$ cat src/rtl/mem_fwd_ctrl.sv
// -----------------------------------------------------------------------------
// mem_fwd_ctrl
// M-stage load controller. Issues a word-aligned data-memory read for each load
// instruction, freezes the pipeline while the read is outstanding, extracts and
// extends the requested byte/halfword/word, and presents the result for one
// cycle for X-stage forwarding and writeback. A load that waits too long for
// read data is aborted with an error pulse.
//
// Parameters
//   TIMEOUT_CYCLES : WAIT cycles allowed before a load is aborted (2..255)
//
// Configuration macro
//   MISALIGN_TRAP_EN : when defined, a misaligned LH/LHU/LW raises load_err and
//                      is not issued. When undefined, the low address bits that
//                      do not belong to the access size are simply ignored.
//
// Ports
//   clk         : clock, rising edge
//   rst_n       : asynchronous active-low reset
//   m_valid     : new instruction in M this cycle (one pulse per instruction)
//   inst_M      : M-stage instruction (opcode [6:0], rd [11:7], funct3 [14:12])
//   addr_M      : effective load address
//   dmem_req    : data-memory read request (combinational, request cycle only)
//   dmem_addr   : word-aligned request address
//   dmem_rvalid : read data valid
//   dmem_rdata  : raw read word
//   stall       : freezes IF/X/M pipeline registers (combinational)
//   fwd_valid   : fwd_rd/fwd_data valid for forwarding and writeback
//   fwd_rd      : destination register of the completed load
//   fwd_data    : extracted, extended load result
//   load_err    : one-cycle pulse on timeout or misalignment trap
// -----------------------------------------------------------------------------
module mem_fwd_ctrl #(
   parameter int unsigned TIMEOUT_CYCLES = 16
) (
   input  logic        clk,
   input  logic        rst_n,
   input  logic        m_valid,
   input  logic [31:0] inst_M,
   input  logic [31:0] addr_M,
   output logic        dmem_req,
   output logic [31:0] dmem_addr,
   input  logic        dmem_rvalid,
   input  logic [31:0] dmem_rdata,
   output logic        stall,
   output logic        fwd_valid,
   output logic [4:0]  fwd_rd,
   output logic [31:0] fwd_data,
   output logic        load_err
);

   localparam logic [6:0] OPC_LOAD   = 7'b0000011;
   localparam logic [7:0] CNT_LAST   = 8'(TIMEOUT_CYCLES - 1);

   localparam logic [2:0] F3_LB      = 3'd0;
   localparam logic [2:0] F3_LH      = 3'd1;
   localparam logic [2:0] F3_LW      = 3'd2;
   localparam logic [2:0] F3_LBU     = 3'd4;
   localparam logic [2:0] F3_LHU     = 3'd5;

   typedef enum logic [1:0] {
      IDLE = 2'b00,
      WAIT = 2'b01,
      DONE = 2'b10
   } state_t;

   state_t      state_r;
   state_t      stateNext_s;
   logic [7:0]  waitCnt_r;
   logic [4:0]  rd_r;
   logic [2:0]  funct3_r;
   logic [1:0]  offset_r;
   logic        fwdValid_r;
   logic [4:0]  fwdRd_r;
   logic [31:0] fwdData_r;
   logic        loadErr_r;

   logic        isLoad_s;
   logic        misalign_s;
   logic        accept_s;
   logic        trap_s;
   logic        timeout_s;
   logic        take_s;
   logic        dmemReq_s;
   logic        stall_s;
   logic        unusedInst_s;

   // Select and extend the loaded value from the raw word; reserved funct3
   // encodings produce zero rather than a guessed width.
   function automatic logic [31:0] extractLoad(
      input logic [31:0] word,
      input logic [2:0]  f3,
      input logic [1:0]  off
   );
      logic [7:0]  b;
      logic [15:0] h;
      logic [31:0] res;
      case (off)
         2'd0:    b = word[7:0];
         2'd1:    b = word[15:8];
         2'd2:    b = word[23:16];
         2'd3:    b = word[31:24];
         default: b = 8'd0;
      endcase
      h = off[1] ? word[31:16] : word[15:0];
      case (f3)
         F3_LB:   res = {{24{b[7]}}, b};
         F3_LH:   res = {{16{h[15]}}, h};
         F3_LW:   res = word;
         F3_LBU:  res = {24'd0, b};
         F3_LHU:  res = {16'd0, h};
         default: res = 32'd0;
      endcase
      return res;
   endfunction

   assign isLoad_s = m_valid && (inst_M[6:0] == OPC_LOAD);

`ifdef MISALIGN_TRAP_EN
   assign misalign_s = isLoad_s &&
                       ((((inst_M[14:12] == F3_LH) || (inst_M[14:12] == F3_LHU)) && addr_M[0]) ||
                        ((inst_M[14:12] == F3_LW) && (addr_M[1:0] != 2'b00)));
`else
   assign misalign_s = 1'b0;
`endif

   assign accept_s  = (state_r == IDLE) && isLoad_s && !misalign_s;
   assign trap_s    = (state_r == IDLE) && misalign_s;
   assign take_s    = (state_r == WAIT) && dmem_rvalid;
   // The last permitted WAIT cycle still accepts rvalid; only its absence times out.
   assign timeout_s = (state_r == WAIT) && !dmem_rvalid && (waitCnt_r == CNT_LAST);

   // Upper instruction bits are not needed by this stage.
   assign unusedInst_s = ^inst_M[31:15];

   // Next-state and combinational request/stall decode.
   always_comb begin
      stateNext_s = state_r;
      dmemReq_s   = 1'b0;
      stall_s     = 1'b0;
      case (state_r)
         IDLE: begin
            if (accept_s) begin
               dmemReq_s   = 1'b1;
               stall_s     = 1'b1;
               stateNext_s = WAIT;
            end else begin
               stateNext_s = IDLE;
            end
         end
         WAIT: begin
            stall_s = !dmem_rvalid;
            if (dmem_rvalid) begin
               stateNext_s = DONE;
            end else if (timeout_s) begin
               stateNext_s = IDLE;
            end else begin
               stateNext_s = WAIT;
            end
         end
         DONE: begin
            stateNext_s = IDLE;
         end
         default: begin
            stateNext_s = IDLE;
         end
      endcase
   end

   // rst_n gating keeps request and stall low even while reset is held with a
   // load presented on the inputs.
   assign dmem_req  = dmemReq_s & rst_n;
   assign stall     = stall_s & rst_n;
   assign dmem_addr = {addr_M[31:2], 2'b00};

   assign fwd_valid = fwdValid_r;
   assign fwd_rd    = fwdRd_r;
   assign fwd_data  = fwdData_r;
   assign load_err  = loadErr_r;

   // State register, transaction latches, wait counter and registered outputs.
   always_ff @(posedge clk or negedge rst_n) begin
      if (!rst_n) begin
         state_r    <= IDLE;
         waitCnt_r  <= 8'd0;
         rd_r       <= 5'd0;
         funct3_r   <= 3'd0;
         offset_r   <= 2'd0;
         fwdValid_r <= 1'b0;
         fwdRd_r    <= 5'd0;
         fwdData_r  <= 32'd0;
         loadErr_r  <= 1'b0;
      end else begin
         state_r   <= stateNext_s;
         loadErr_r <= trap_s || timeout_s;

         if (accept_s) begin
            rd_r     <= inst_M[11:7];
            funct3_r <= inst_M[14:12];
            offset_r <= addr_M[1:0];
         end

         if (accept_s || timeout_s) begin
            waitCnt_r <= 8'd0;
         end else if ((state_r == WAIT) && !dmem_rvalid) begin
            waitCnt_r <= waitCnt_r + 8'd1;
         end

         // A load to x0 completes silently: nothing is forwarded and the
         // previous forwarding value stays on fwd_rd/fwd_data.
         fwdValid_r <= take_s && (rd_r != 5'd0);
         if (take_s && (rd_r != 5'd0)) begin
            fwdRd_r   <= rd_r;
            fwdData_r <= extractLoad(dmem_rdata, funct3_r, offset_r);
         end
      end
   end

endmodule

$ cat config.mk
export PLATFORM = sky130hd
export DESIGN_NAME = mem_fwd_ctrl
export DESIGN_NICKNAME = d
export VERILOG_FILES = /design/src/rtl/mem_fwd_ctrl.sv
export SDC_FILE = /design/constraint.sdc
export NUM_CORES = 1
export LEC_CHECK = 0
export BUFFER_PORTS_ARGS = -buffer_cell sky130_fd_sc_hd__buf_2
export CORE_ASPECT_RATIO = 0.9
export CORE_UTILIZATION = 43
export DETAILED_ROUTE_END_ITERATION = 6
export GPL_TIMING_DRIVEN = 0
export PLACE_DENSITY = 0.8
export SYNTH_ARGS = -nofsm -noshare
export SYNTH_HDL_FRONTEND = slang
export SYNTH_SLANG_ARGS = --single-unit
$ cat constraint.sdc
create_clock -name clk -period 4 [get_ports clk]
set_input_delay 0.4 -clock clk [delete_from_list [all_inputs] [get_ports clk]]
set_output_delay 0.4 -clock clk [all_outputs]
set_load 0.01 [all_outputs]
; Yosys cells after proc, flatten, opt, wreduce, memory -nomap -nowiden
; Index checks and enable logic that the tools add are counted.
[totals]
ff_bits = 59
latch_bits = 0
ramBits = 0
romBits = 0
inputBits = 100
word_cells = 47
n_memories = 0
[op_classes]
n_addsub = 1
n_mul = 0
div_mod_pow = 0
n_lt_le_gt_ge = 0
n_eq_ne = 10
n_shift = 0
mux = 12
bitwise = 2
reduce_logical = 13
[ops]
columns = op, n
row1 = case mux 32 bit (5 select lines), 1
row2 = case mux 8 bit (4 select lines), 1
row3 = 2-to-1 mux 16 bit, 1
row4 = 2-to-1 mux 8 bit, 2
row5 = "adder 8 x 1 -> 8 bit, second input constant", 1
row6 = "== test 8 x 4 -> 1 bit, second input constant", 1
row7 = "== test 7 x 2 -> 1 bit, second input constant", 1
row8 = "== test 3 bit, second input constant", 2
row9 = logical AND 1 bit, 6
row10 = nonzero test 5 bit, 1
row11 = "== test 2 x 1 -> 1 bit, second input constant", 2
row12 = "== test 2 bit, second input constant", 2
row13 = logical NOT 2 bit, 2
row14 = 2-to-1 mux 1 bit, 4
row15 = case mux 2 bit (2 select lines), 1
row16 = "== test 3 x 1 -> 1 bit, second input constant", 1
row17 = "== test 3 x 2 -> 1 bit, second input constant", 1
row18 = logical NOT 3 bit, 1
row19 = bitwise AND 1 bit, 2
row20 = 2-to-1 mux 2 bit, 1
row21 = case mux 1 bit (2 select lines), 1
row22 = nonzero test 2 bit, 1
row23 = logical NOT 1 bit, 1
row24 = logical OR 1 bit, 1

; Depth between registers and ports, before layout
; Gate-level depths: netlist (run 1).
[depth]
ltp_word = 6
ltp_mapped = 7
ltp_nobuf = 5

; Worst setup path before layout (run 1)
; Ideal clock, no wire load.
[synth_path]
path_kind = input port to output port
start = in inst_M[3]
end = out stall
arrival_ns = 1.447
required_ns = 3.600
setup_slack_ns = 2.153
stages = 4
n_path_buf = 1
cell_sequence = nor4_1 > nand4b_2 > buf_4 > a21oi_1
[synth_between]
elab_chain_cells = 6
[synth_rtl]
columns = item, line
row1 = from (decl), 39  ; input logic [31:0] inst_M,
row2 = == test 7 x 2 -> 1 bit, 117  ; assign isLoad_s = m_valid && (inst_M[6:0] == OPC_LOAD);
row3 = logical AND 1 bit, 117
row4 = logical AND 1 bit, 127  ; assign accept_s = (state_r == IDLE) && isLoad_s && !misalign_s;
row5 = 2-to-1 mux 1 bit, 143  ; if (accept_s) begin
row6 = case mux 1 bit (2 select lines), 141  ; case (state_r)
row7 = bitwise AND 1 bit, 173  ; assign stall = stall_s & rst_n;
row8 = to (decl), 45  ; output logic stall,
; Every way passes these cells.

; Final worst setup path (run 1)
[layout_path]
start = reg state_r[0]
end = out stall
[layout_between]
elab_chain_cells = 5
[layout_rtl]
columns = item, line
row1 = from (decl), 67  ; state_t state_r;
row2 = from (signal assigned), 194  ; state_r <= stateNext_s;
row3 = logical NOT 2 bit, "127, 141"
row4 = logical AND 1 bit, 127
row5 = 2-to-1 mux 1 bit, 143
row6 = case mux 1 bit (2 select lines) *, 141
row7 = bitwise AND 1 bit *, 173
; Mark *: on every way between the ends. The rest lies on a longest branch, timed or not.

==> impl_metrics.csv, run 1 <==
group,metric,value,unit
placed_design,dpl_worst_slack,1.69,ns
power_and_ir_drop,ir_drop,161,uV
worst_setup_path,crit_end,"stall",
layout,fin_nets,544,
detailed_routing,drc,0,
clocking,cts_tree,"built",
power_and_ir_drop,comb_power_share,20.2,%
worst_setup_path,reg2reg_from,"offset_r[1]",
logic_synthesis,synthMuxAreaShare,12.0,%
worst_hold_path,hp-class,"primary input to asynchronous set/reset pin",
layout,fillerInstances,652,
power_and_ir_drop,pwr_density_cell,341,nW/um^2
placed_design,place.gp.congestion,0.870,
detailed_routing,antenna_left,0,
detailed_routing,wirelength,8.56,mm
sta,slew_viol_final,0,
worst_setup_path,crit_type,"flip-flop to output port",
layout,areaGrowthSynthToFinish,28.2,%
logic_synthesis,synth_warnings,0,
logic_synthesis,netlist_area,3250,um^2
clocking,htreeDepth,3,
worst_setup_path,crit_chain,"and4bb_2 -> nand4b_2 -> buf_4 -> a21oi_1 -> buf_2",
job,cap_violations,0,
worst_setup_path,critPathCaptureType,"output port",
logic_synthesis,syn-instance-count,308,
sta,period_minus_slack,2.36,ns
layout,drive_gt1_share,51.0,%
clocking,clock-sinks,59,
die,num_rows,29,
logic_synthesis,ys_types,49,
worst_setup_path,reg2reg_depth,5,
global_routing,grt_pass1_wl,13.0,mm
sta,max_clock_freq,0.424,GHz
clocking,post_cts_resized,0,
worst_setup_path,critPathArrivalTime,1.96,ns
logic_synthesis,yosys.area_share.xor_xnor,0.539,%
clocking,root_buffer,"clkbuf_8",
sta,timing.setup.tns,0,ns
clocking,clk_path_buf_depth,2,
logic_synthesis,synth_compound_area_share,16.1,%
power_and_ir_drop,p_int,0.00103,W
logic_synthesis,yosysTopAreaCellShare,45.4,%
layout,layout_commonest_cell,"buf_2",
sta,worst_pin_slew,0.752,ns
worst_setup_path,r2r_end,"fwd_data[11]",
die,die_area,7910,um^2
sta,layout_setup_ws,1.64,ns
logic_synthesis,synth.avg_cell_area,10.6,um^2
die,ioPinCount,173,
power_and_ir_drop,p_seq_share,45.1,%
global_routing,grt_overflow,0,
die,core,7180,um^2
detailed_routing,vias,2915,
layout,fin_util,58.0,%
layout,layout_common_cells,"128 x buf_2, 59 x dfrtp_1, 43 x nand2_1, 35 x buf_4, 24 x a21oi_1",
logic_synthesis,synth-seq-cells,59,
global_routing,antenna_found_initial,0,
layout,diodes,0,
clocking,cts_buffers,9,
sta,rsz0062_at_grt,"false",
worst_setup_path,crit_path_start_kind,"flip-flop",
layout,seq_area,1480,um^2
logic_synthesis,yosysSeqAreaShare,45.4,%
power_and_ir_drop,clockPowerShare,34.7,%
sta,setup_viol,0,
global_routing,grt_pass1_vias,2646,
global_routing,grt.met1_usage,28.5,%
logic_synthesis,synth.area.top_cells,"dfrtp_1 45%, buf_4 7.9%, mux2_2 5.9%",
layout,fin_cells,540,
clocking,postCtsHoldBufs,0,
power_and_ir_drop,sw_frac_of_total,27.4,%
die,die_width,93.7,um
logic_synthesis,synth_top_area_cell,"dfrtp_1",
global_routing,grt_max_degree,61,
placed_design,placed_cells,525,
global_routing,grt_util_met3,4.98,%
global_routing,grt_busiest_layer,"met2",
sta,hold_violations,0,
logic_synthesis,synth_simple_gate_area_share,12.9,%
sta,hold_slack,0.121,ns
clocking,worstSkewPairLatency,0.34,ns
layout,multi_input_area,1370,um^2
global_routing,grtUsageMet2,33.9,%
sta,max_slew_margin,49.9,%
sta,fin_skew,0.00923,ns
placed_design,hpwl,6.34,mm
worst_setup_path,startpoint,"state_r[0]",
power_and_ir_drop,p_leak,2.22,nW
placed_design,port_buffers,123,
detailed_routing,dr.pass1.iters,5,
clocking,post-cts-setup-buffer-count,0,
sta,min_period_over_period,59.0,%
worst_setup_path,critPathMaxFanout,10,
global_routing,grt_usage,21.7,%
detailed_routing,drtIter0Drc,273,
logic_synthesis,synthAdderAreaFrac,0.385,%
die,die_y,84.5,um
logic_synthesis,synth_top_family_by_area,"compound AO/OA/AOI/OAI gates",
worst_setup_path,ff2ff_setup_slack,1.90,ns
worst_setup_path,slowest_delay,0.39,ns
die,initial_core_util,45.2,%
outcome,outcome,"complete, no violations",
detailed_routing,wl_per_cell,15.8,um
detailed_routing,viasPerCell,5.40,
power_and_ir_drop,p_switching,0.000390,W
worst_setup_path,cp.required,3.60,ns
worst_setup_path,crit_slowest_cell,"dfrtp_1",
clocking,clk_pin_slew,0.07,ns
-- routing by layer --
| layer | share of wire (%) | vias up | routed length, um |
|---|---|---|---|
| met5 | 0 | - | 0 |
| met4 | 2.8 | 0 | 243 |
| met3 | 8.5 | 25 | 728 |
| met2 | 47 | 181 | 3990 |
| met1 | 42 | 1367 | 3600 |
| li1 | - | 1342 | - |
-- through the flow --
| step | cell area [um^2] | power [W] |
|---|---|---|
| finish | 4170 | 0.00142 |
| global route | 4170 | 0.00148 |
| CTS | 4170 | 0.00143 |
| detailed placement | 3990 | 0.000936 |
| global placement | 3990 | 0.000927 |
| floorplan | 3250 | 0.000829 |
-- critical path: cells and delay by family (launching register included) --
kind	cells	cell delay (ns)
compound gates	1	0.14
simple gates	2	0.63
buf+inv	2	0.45
flops	1	0.39
-- cells in the mapped netlist, drive strengths merged --
| cell type | count |
|---|---|
| a211oi | 2 |
| a21oi | 24 |
| a221oi | 14 |
| a22o | 1 |
| a311oi | 1 |
| a31oi | 2 |
| a32o | 1 |
| and3 | 1 |
| and3b | 1 |
| and4bb | 1 |
| buf | 48 |
| clkbuf | 3 |
| conb | 1 |
| dfrtp | 59 |
| ha | 1 |
| inv | 4 |
| mux2 | 17 |
| mux2i | 4 |
| mux4 | 7 |
| nand2 | 44 |
| nand2b | 1 |
| nand3 | 1 |
| nand4 | 2 |
| nand4b | 1 |
| nor2 | 20 |
| nor2b | 2 |
| nor3 | 3 |
| nor3b | 2 |
| nor4 | 2 |
| o21ai | 28 |
| o21bai | 1 |
| o22ai | 2 |
| or3 | 1 |
| or3b | 1 |
| or4 | 2 |
| or4b | 1 |
| xnor2 | 1 |
| xor2 | 1 |
-- final cells by class --
cell class / count / area share [%]
Multi-Input combinational cell: 195 / 32.8
Buffer: 51 / 9.49
Sequential cell: 59 / 35.4
Clock buffer: 13 / 4.05
Clock inverter: 2 / 0.240
Tap cell: 93 / 2.79
Timing Repair Buffer: 123 / 14.8
Inverter: 4 / 0.360
-- kinds of logic (layout without fill, tap and decap cells) --
group | after synthesis | in the layout
AND/OR/NAND/NOR | 86 | 86
AO/OA/AOI/OAI | 76 | 76
flip-flops | 59 | 59
buffers and inverters | 55 | 193
multiplexers | 28 | 28
XOR/XNOR | 2 | 2
adder cells (fa/ha/maj) | 1 | 1
other | 1 | 2
-- state kept, by name, summed over array words and instances, names as in the netlist --
signal / count
fwd_data: 32
waitCnt_r: 8
funct3_r: 3
load_err: 1
fwd_rd: 5
fwd_valid: 1
rd_r: 5
state_r: 2
offset_r: 2
-- power by group through the flow --
stage | Combinational [W] | Sequential (W) | Clock, W
after floorplan | 0.000173 | 0.000656 | 0
after global placement | 0.000276 | 0.000650 | 0
after global routing | 0.000310 | 0.000644 | 0.000531
final | 0.000287 | 0.000641 | 0.000493
after detailed placement | 0.000284 | 0.000652 | 0
after CTS | 0.000285 | 0.000641 | 0.000506
-- how the worst min path moves through the flow --
stage	from	end	slack, ns	cells after the start
final	rst_n	waitCnt_r[6]	0.12	1
after global routing	rst_n	waitCnt_r[6]	0.19	1
after CTS	inst_M[9]	rd_r[2]	0.28	2
after detailed placement	fwd_rd[0]	fwd_rd[0]	0.46	2
after global placement	fwd_data[15]	fwd_data[15]	0.46	2
after floorplan	rst_n	funct3_r[0]	0.10	0
Note: power is estimated with default switching activity, not from simulation.
==> run 2, diff against run 1 <==
--- a/config.mk
+++ b/config.mk
@@ -7,7 +7,7 @@
 export LEC_CHECK = 0
 export BUFFER_PORTS_ARGS = -buffer_cell sky130_fd_sc_hd__buf_2
 export CORE_ASPECT_RATIO = 0.9
-export CORE_UTILIZATION = 43
+export CORE_UTILIZATION = 41
 export DETAILED_ROUTE_END_ITERATION = 6
 export GPL_TIMING_DRIVEN = 0
 export PLACE_DENSITY = 0.8
==> constraint.sdc (replaced) <==
create_clock -name clk -period 2.1 [get_ports clk]
set_input_delay 0.21 -clock clk [delete_from_list [all_inputs] [get_ports clk]]
set_output_delay 0.21 -clock clk [all_outputs]
set_load 0.01 [all_outputs]
==> impl_metrics.csv, run 2 (same netlist as run 1, synthesis figures left out) <==
group,metric,value,unit
outcome,outcome,"finished with violations",
outcome,violations,"hold timing",
placed_design,placed_cells,528,
placed_design,hpwl,6.40,mm
layout,diodes,0,
clocking,clock-sinks,59,
global_routing,grt_pass1_wl,13.2,mm
sta,hold_violations,59,
global_routing,grt_max_degree,61,
sta,max_slew_margin,49.0,%
clocking,cts_buffers,9,
detailed_routing,wl_met3,660,um
worst_hold_path,hp-class,"primary input to asynchronous set/reset pin",
power_and_ir_drop,p_leak,2.26,nW
power_and_ir_drop,total_power,0.00293,W
sta,worst_pin_slew,0.765,ns
job,cap_violations,0,
placed_design,dpl_worst_slack,0.105,ns
detailed_routing,drc,0,
sta,layout_setup_ws,0.0881,ns
global_routing,grt_pass1_vias,2682,
detailed_routing,vias,2854,
detailed_routing,top_layer,"met4",
worst_setup_path,cp.required,1.89,ns
die,ioPinCount,173,
sta,rsz0062_at_grt,"false",
die,num_rows,30,
detailed_routing,wl_met1,3.65,mm
layout,layout_common_cells,"128 x buf_2, 59 x dfrtp_1, 43 x nand2_1, 34 x buf_4, 24 x a21oi_1",
global_routing,grt_usage,21.1,%
clocking,cts_tree,"built",
global_routing,grt_overflow,0,
worst_setup_path,crit_chain,"and4bb_2 -> nand4b_4 -> buf_6 -> a21oi_1 -> buf_2",
placed_design,port_buffers,123,
die,die_area,8290,um^2
detailed_routing,drtIter0Drc,120,
sta,slew_viol_final,0,
layout,layout_commonest_cell,"buf_2",
clocking,htreeDepth,3,
detailed_routing,antenna_left,0,
die,core,7620,um^2
power_and_ir_drop,pwr_density_cell,693,nW/um^2
detailed_routing,wl_met2,4.13,mm
layout,fin_util,55.6,%
clocking,root_buffer,"clkbuf_8",
clocking,clk_pin_slew,0.07,ns
sta,hold_slack,-0.0540,ns
die,die_y,86.5,um
worst_setup_path,critPathCaptureType,"output port",
layout,areaGrowthSynthToFinish,30.2,%
worst_setup_path,critPathMaxFanout,10,
layout,fin_nets,544,
power_and_ir_drop,ir_drop,356,uV
placed_design,place.gp.congestion,0.882,
global_routing,antenna_found_initial,0,
die,initial_core_util,42.7,%
worst_setup_path,crit_slowest_cell,"dfrtp_1",
sta,min_period_over_period,95.8,%
detailed_routing,wirelength,8.54,mm
clocking,clk_path_buf_depth,2,
sta,fin_skew,0.0115,ns
layout,largest_register_ffs,32,
detailed_routing,dr.pass1.iters,4,
sta,setup_viol,0,
detailed_routing,wl_per_cell,15.7,um
worst_setup_path,crit_path_start_kind,"flip-flop",
detailed_routing,viasPerCell,5.25,
worst_setup_path,crit_type,"flip-flop to output port",
sta,timing.setup.tns,0,ns
sta,period_minus_slack,2.01,ns
sta,max_clock_freq,0.497,GHz
clocking,worstSkewPairLatency,0.33,ns
die,die_width,95.9,um
layout,fin_cells,544,
worst_setup_path,slowest_delay,0.41,ns
layout,drive_gt1_share,51.6,%
clocking,post-cts-setup-buffer-count,0,
worst_setup_path,critPathArrivalTime,1.80,ns
run 2: cell types whose count changed in the layout (fill, tap and decap cells not counted):
cell,delta
clkinv_2,+1
buf_6,+1
buf_4,-1
clkbuf_1,-2
clkbuf_8,-1
nand4b_2,-1
nand4b_4,+1
bufinv_16,+2
clkbuf_2,+1
run 2: what timing repair did:
| action | CTS | global route |
|---|---|---|
| endpoints found under the setup margin | 2 | 2 |
| hold buffers | 0 | 0 |
| gates resized for setup | 1 | 3 |
run 2: area by class of cell:
cell class / count / area [um^2]
Fill cell: 696 / 3390
Sequential cell: 59 / 1480
Multi-Input combinational cell: 195 / 1380
Timing Repair Buffer: 123 / 618
Buffer: 51 / 400
Clock buffer: 11 / 151
Tap cell: 96 / 120
Clock inverter: 5 / 75.1
Inverter: 4 / 15.0
run 2: metrics by stage:
step / hold slack [ns] / area [um^2]
finish: -0.0540 / 4230
floorplan: -0.0856 / 3250
detailed placement: 0.451 / 3990
global route: 0.00828 / 4230
CTS: 0.101 / 4230
global placement: 0.444 / 3990
run 2: worst paths after layout:
kind | from | to | slack [ns] | cells past startpoint
worst min register to register | fwd_data[12] | fwd_data[12] | 0.47 | 2
min in group clk | inst_M[7] | rd_r[0] | 0.11 | 2
worst max-delay path | state_r[1] | stall | 0.09 | 5
worst max register to register | offset_r[1] | fwd_data[14] | 0.20 | 5
worst min-delay path | rst_n | waitCnt_r[7] | -0.05 | 1
max in group asynchronous | rst_n | funct3_r[0] | 1.63 | 1
run 2: routing by layer:
metal	vias to the layer above	global-route usage [%]
li1	1334	-
met3	13	4.74
met4	0	6.65
met2	131	33.9
met1	1376	28.5
met5	-	0
run 2: critical path: cells and delay by family, from the launching register on:
| kind | cells | cell delay, ns |
|---|---|---|
| buffers and inverters | 2 | 0.37 |
| AO/OA/AOI/OAI | 1 | 0.13 |
| AND/OR/NAND/NOR | 2 | 0.57 |
| flip-flops | 1 | 0.41 |
run 2: power breakdown:
part           internal [W]  switching, W  leakage [nW]
Sequential          0.00118     0.0000350         0.817
Combinational      0.000265      0.000280          1.33
Clock              0.000727      0.000441         0.119
Total               0.00218      0.000756          2.26
==> run 3, diff against run 2 <==
--- a/config.mk
+++ b/config.mk
@@ -5,12 +5,15 @@
 export SDC_FILE = /design/constraint.sdc
 export NUM_CORES = 1
 export LEC_CHECK = 0
+export ABC_AREA = 1
 export BUFFER_PORTS_ARGS = -buffer_cell sky130_fd_sc_hd__buf_2
+export CELL_PAD_IN_SITES_DETAIL_PLACEMENT = 2
+export CELL_PAD_IN_SITES_GLOBAL_PLACEMENT = 2
 export CORE_ASPECT_RATIO = 0.9
-export CORE_UTILIZATION = 41
+export CORE_UTILIZATION = 21
 export DETAILED_ROUTE_END_ITERATION = 6
 export GPL_TIMING_DRIVEN = 0
-export PLACE_DENSITY = 0.8
+export PLACE_DENSITY = 0.73
 export SYNTH_ARGS = -nofsm -noshare
 export SYNTH_HDL_FRONTEND = slang
 export SYNTH_SLANG_ARGS = --single-unit
==> impl_metrics.csv, run 3 <==
group,metric,value,unit
placed_design,hpwl,10.1,mm
layout,layout_commonest_cell,"nand2_1",
worst_setup_path,cp.required,1.89,ns
global_routing,antenna_found_initial,1,
detailed_routing,wirelength,12.5,mm
outcome,violations,"DRC",
clocking,cts_tree,"built",
logic_synthesis,synth_simple_gate_area_share,34.1,%
clocking,cts_buffers,9,
global_routing,grt_max_degree,61,
placed_design,port_buffers,123,
power_and_ir_drop,pwr_density_cell,716,nW/um^2
die,die_area,17400,um^2
die,core,16400,um^2
sta,worst_pin_slew,0.579,ns
sta,slew_viol_final,0,
logic_synthesis,synth_flop_cell,"dfrtp_1",
worst_setup_path,critPathCaptureType,"output port",
clocking,clock-sinks,59,
global_routing,grt_pass1_vias,4174,
global_routing,grt_usage,15.2,%
worst_setup_path,critPathArrivalTime,1.74,ns
clocking,clk_pin_slew,0.06,ns
power_and_ir_drop,total_power,0.00343,W
placed_design,place.gp.congestion,0.749,
layout,drive_gt1_share,29.0,%
logic_synthesis,synth_warnings,0,
detailed_routing,dr.pass1.iters,7,
layout,areaGrowthSynthToFinish,34.8,%
logic_synthesis,synthAdderAreaFrac,0.352,%
layout,fillerInstances,1994,
sta,hold_violations,0,
power_and_ir_drop,ir_drop,351,uV
layout,layout_common_cells,"220 x nand2_1, 134 x buf_2, 60 x inv_1, 59 x dfrtp_1, 52 x nor2_1",
die,initial_core_util,21.7,%
sta,fin_skew,0.00816,ns
detailed_routing,antenna_left,0,
sta,setup_viol,0,
detailed_routing,drc,32,
logic_synthesis,synthTopCellsByCount,"220 x nand2_1, 60 x inv_1, 59 x dfrtp_1",
logic_synthesis,synth_edf_count,0,
worst_setup_path,crit_chain,"nor2_1 -> nand3_1 -> o21bai_4 -> inv_1 -> nor2_1 -> buf_2",
layout,fin_util,29.3,%
job,cap_violations,0,
die,die_width,139,um
die,ioPinCount,173,
logic_synthesis,synth.avg_cell_area,6.73,um^2
logic_synthesis,syn-instance-count,528,
global_routing,grt_pass1_wl,20.8,mm
detailed_routing,vias,3780,
clocking,clk_path_buf_depth,2,
die,die_y,125,um
sta,timing.setup.tns,0,ns
layout,fin_nets,765,
logic_synthesis,yosysSeqAreaShare,41.5,%
worst_setup_path,slowest_delay,0.37,ns
logic_synthesis,synthMuxAreaShare,0,%
worst_setup_path,crit_top_cell,"nor2_1",
logic_synthesis,synth_top_family_by_area,"simple AND/OR/NAND/NOR gates",
sta,rsz0062_at_grt,"false",
logic_synthesis,synth.area.top_cells,"dfrtp_1 42%, nand2_1 23%, buf_4 7.2%",
logic_synthesis,ys_types,24,
detailed_routing,wl_per_cell,14.3,um
clocking,root_buffer,"clkbuf_16",
logic_synthesis,synth_top_area_cell,"dfrtp_1",
worst_setup_path,critPathMaxFanout,6,
logic_synthesis,synth-seq-cells,59,
logic_synthesis,netlist_area,3550,um^2
outcome,outcome,"finished with violations",
sta,max_clock_freq,0.513,GHz
layout,largest_register_ffs,32,
sta,period_minus_slack,1.95,ns
detailed_routing,viasPerCell,4.31,
logic_synthesis,async_flop_share,100,%
sta,hold_slack,0.0946,ns
logic_synthesis,yosys.area_share.xor_xnor,0.246,%
detailed_routing,drtIter0Drc,107,
clocking,htreeDepth,3,
global_routing,grt_overflow,0,
logic_synthesis,yosysTopAreaCellShare,41.5,%
sta,min_period_over_period,92.8,%
die,num_rows,44,
worst_hold_path,hp-class,"primary input to flip-flop",
clocking,worstSkewPairLatency,0.33,ns
worst_setup_path,crit_path_start_kind,"flip-flop",
worst_setup_path,crit_slowest_cell,"dfrtp_1",
worst_setup_path,crit_type,"flip-flop to output port",
power_and_ir_drop,p_leak,2.93,nW
logic_synthesis,synthMostInstantiatedCell,"nand2_1",
logic_synthesis,synth_compound_area_share,7.46,%
sta,max_slew_margin,61.3,%
==> run 3: cell types whose count changed after synthesis, sizes merged, moves of 3 or more <==
cell,change
inv,+58
nor2,+34
nand2,+177
mux4,-7
a21oi,-22
o21ai,+11
nand3,+19
mux2i,-4
mux2,-17
o211ai,+7
nand4,+3
a221oi,-14
==> run 3: worst max-delay path, delay by kind of cell, from the launching register on <==
kind | cells | cell delay [ns]
AND/OR/NAND/NOR | 3 | 0.49
AO/OA/AOI/OAI | 1 | 0.24
flip-flops | 1 | 0.37
buffers and inverters | 2 | 0.31
==> run 3: report_power, final <==
| part | internal, W | leakage (nW) | total (W) | switching [W] |
|---|---|---|---|---|
| clock | 0.00107 | 0.155 | 0.00163 | 0.000559 |
| sequential | 0.00120 | 0.771 | 0.00125 | 0.0000500 |
| combinational | 0.000218 | 2.01 | 0.000546 | 0.000328 |
==> run 3: cells by family after synthesis <==
group / count (synthesis)
and+or+nand+nor: 304
buffers and inverters: 113
DFF: 59
AOI/OAI and AO/OA: 49
xor gates and xnor gates: 1
adders and majority gates: 1
other: 1
==> run 3: final cells by class <==
| cell class | count | area (um^2) | share of cell area (%) |
|---|---|---|---|
| flip-flops and latches | 59 | 1480 | 30.8 |
| well taps | 207 | 259 | 5.41 |
| multi-input cells | 357 | 1520 | 31.7 |
| diodes | 1 | 2.50 | 0.0522 |
| clock inverters | 6 | 88.8 | 1.85 |
| clock buffers | 10 | 239 | 4.99 |
| inverters | 63 | 236 | 4.94 |
| repair buffers | 124 | 632 | 13.2 |
| plain buffers | 50 | 338 | 7.05 |
==> run 3: routing by layer <==
metal / share of wire (%) / vias to the layer above / GRT usage, %
li1: - / 1849 / -
met1: 43 / 1826 / 17.5
met2: 49 / 98 / 26.6
met3: 7.1 / 7 / 5.32
met4: 0.57 / 0 / 4.25
met5: 0 / - / 0
==> run 3: path summary, 6_finish.rpt <==
check / endpoint / start / cells after the start / slack [ns]
max: stall / state_r[1] / 6 / 0.15
min: rd_r[4] / inst_M[11] / 3 / 0.09
max reg2reg: waitCnt_r[0] / waitCnt_r[0] / 6 / 0.38
min reg2reg: fwd_data[22] / fwd_data[22] / 2 / 0.48
max in group asynchronous: waitCnt_r[2] / rst_n / 2 / 1.25
min in group asynchronous: fwd_data[1] / rst_n / 2 / 0.43
==> run 3: what timing repair did <==
| item | CTS | global route |
|---|---|---|
| hold buffers | 1 | 0 |
| endpoints found under the hold margin | 7 | 0 |
| setup endpoints to repair | 1 | 2 |
| gates resized for setup | 1 | 2 |
| pin swaps | 0 | 0 |
| buffers inserted | 0 | 0 |
==> run 3: per-stage QoR <==
| stage | setup slack, ns | instance area [um^2] | cells |
|---|---|---|---|
| 4_1_cts | 0.0140 | 4780 | 876 |
| 6_report | 0.152 | 4790 | 877 |
| 2_1_floorplan | 0.661 | 3560 | 529 |
| 3_5_place_dp | 0.205 | 4430 | 859 |
| 5_1_grt | 0.0113 | 4790 | 876 |
| 3_3_place_gp | 0.139 | 4430 | 859 |
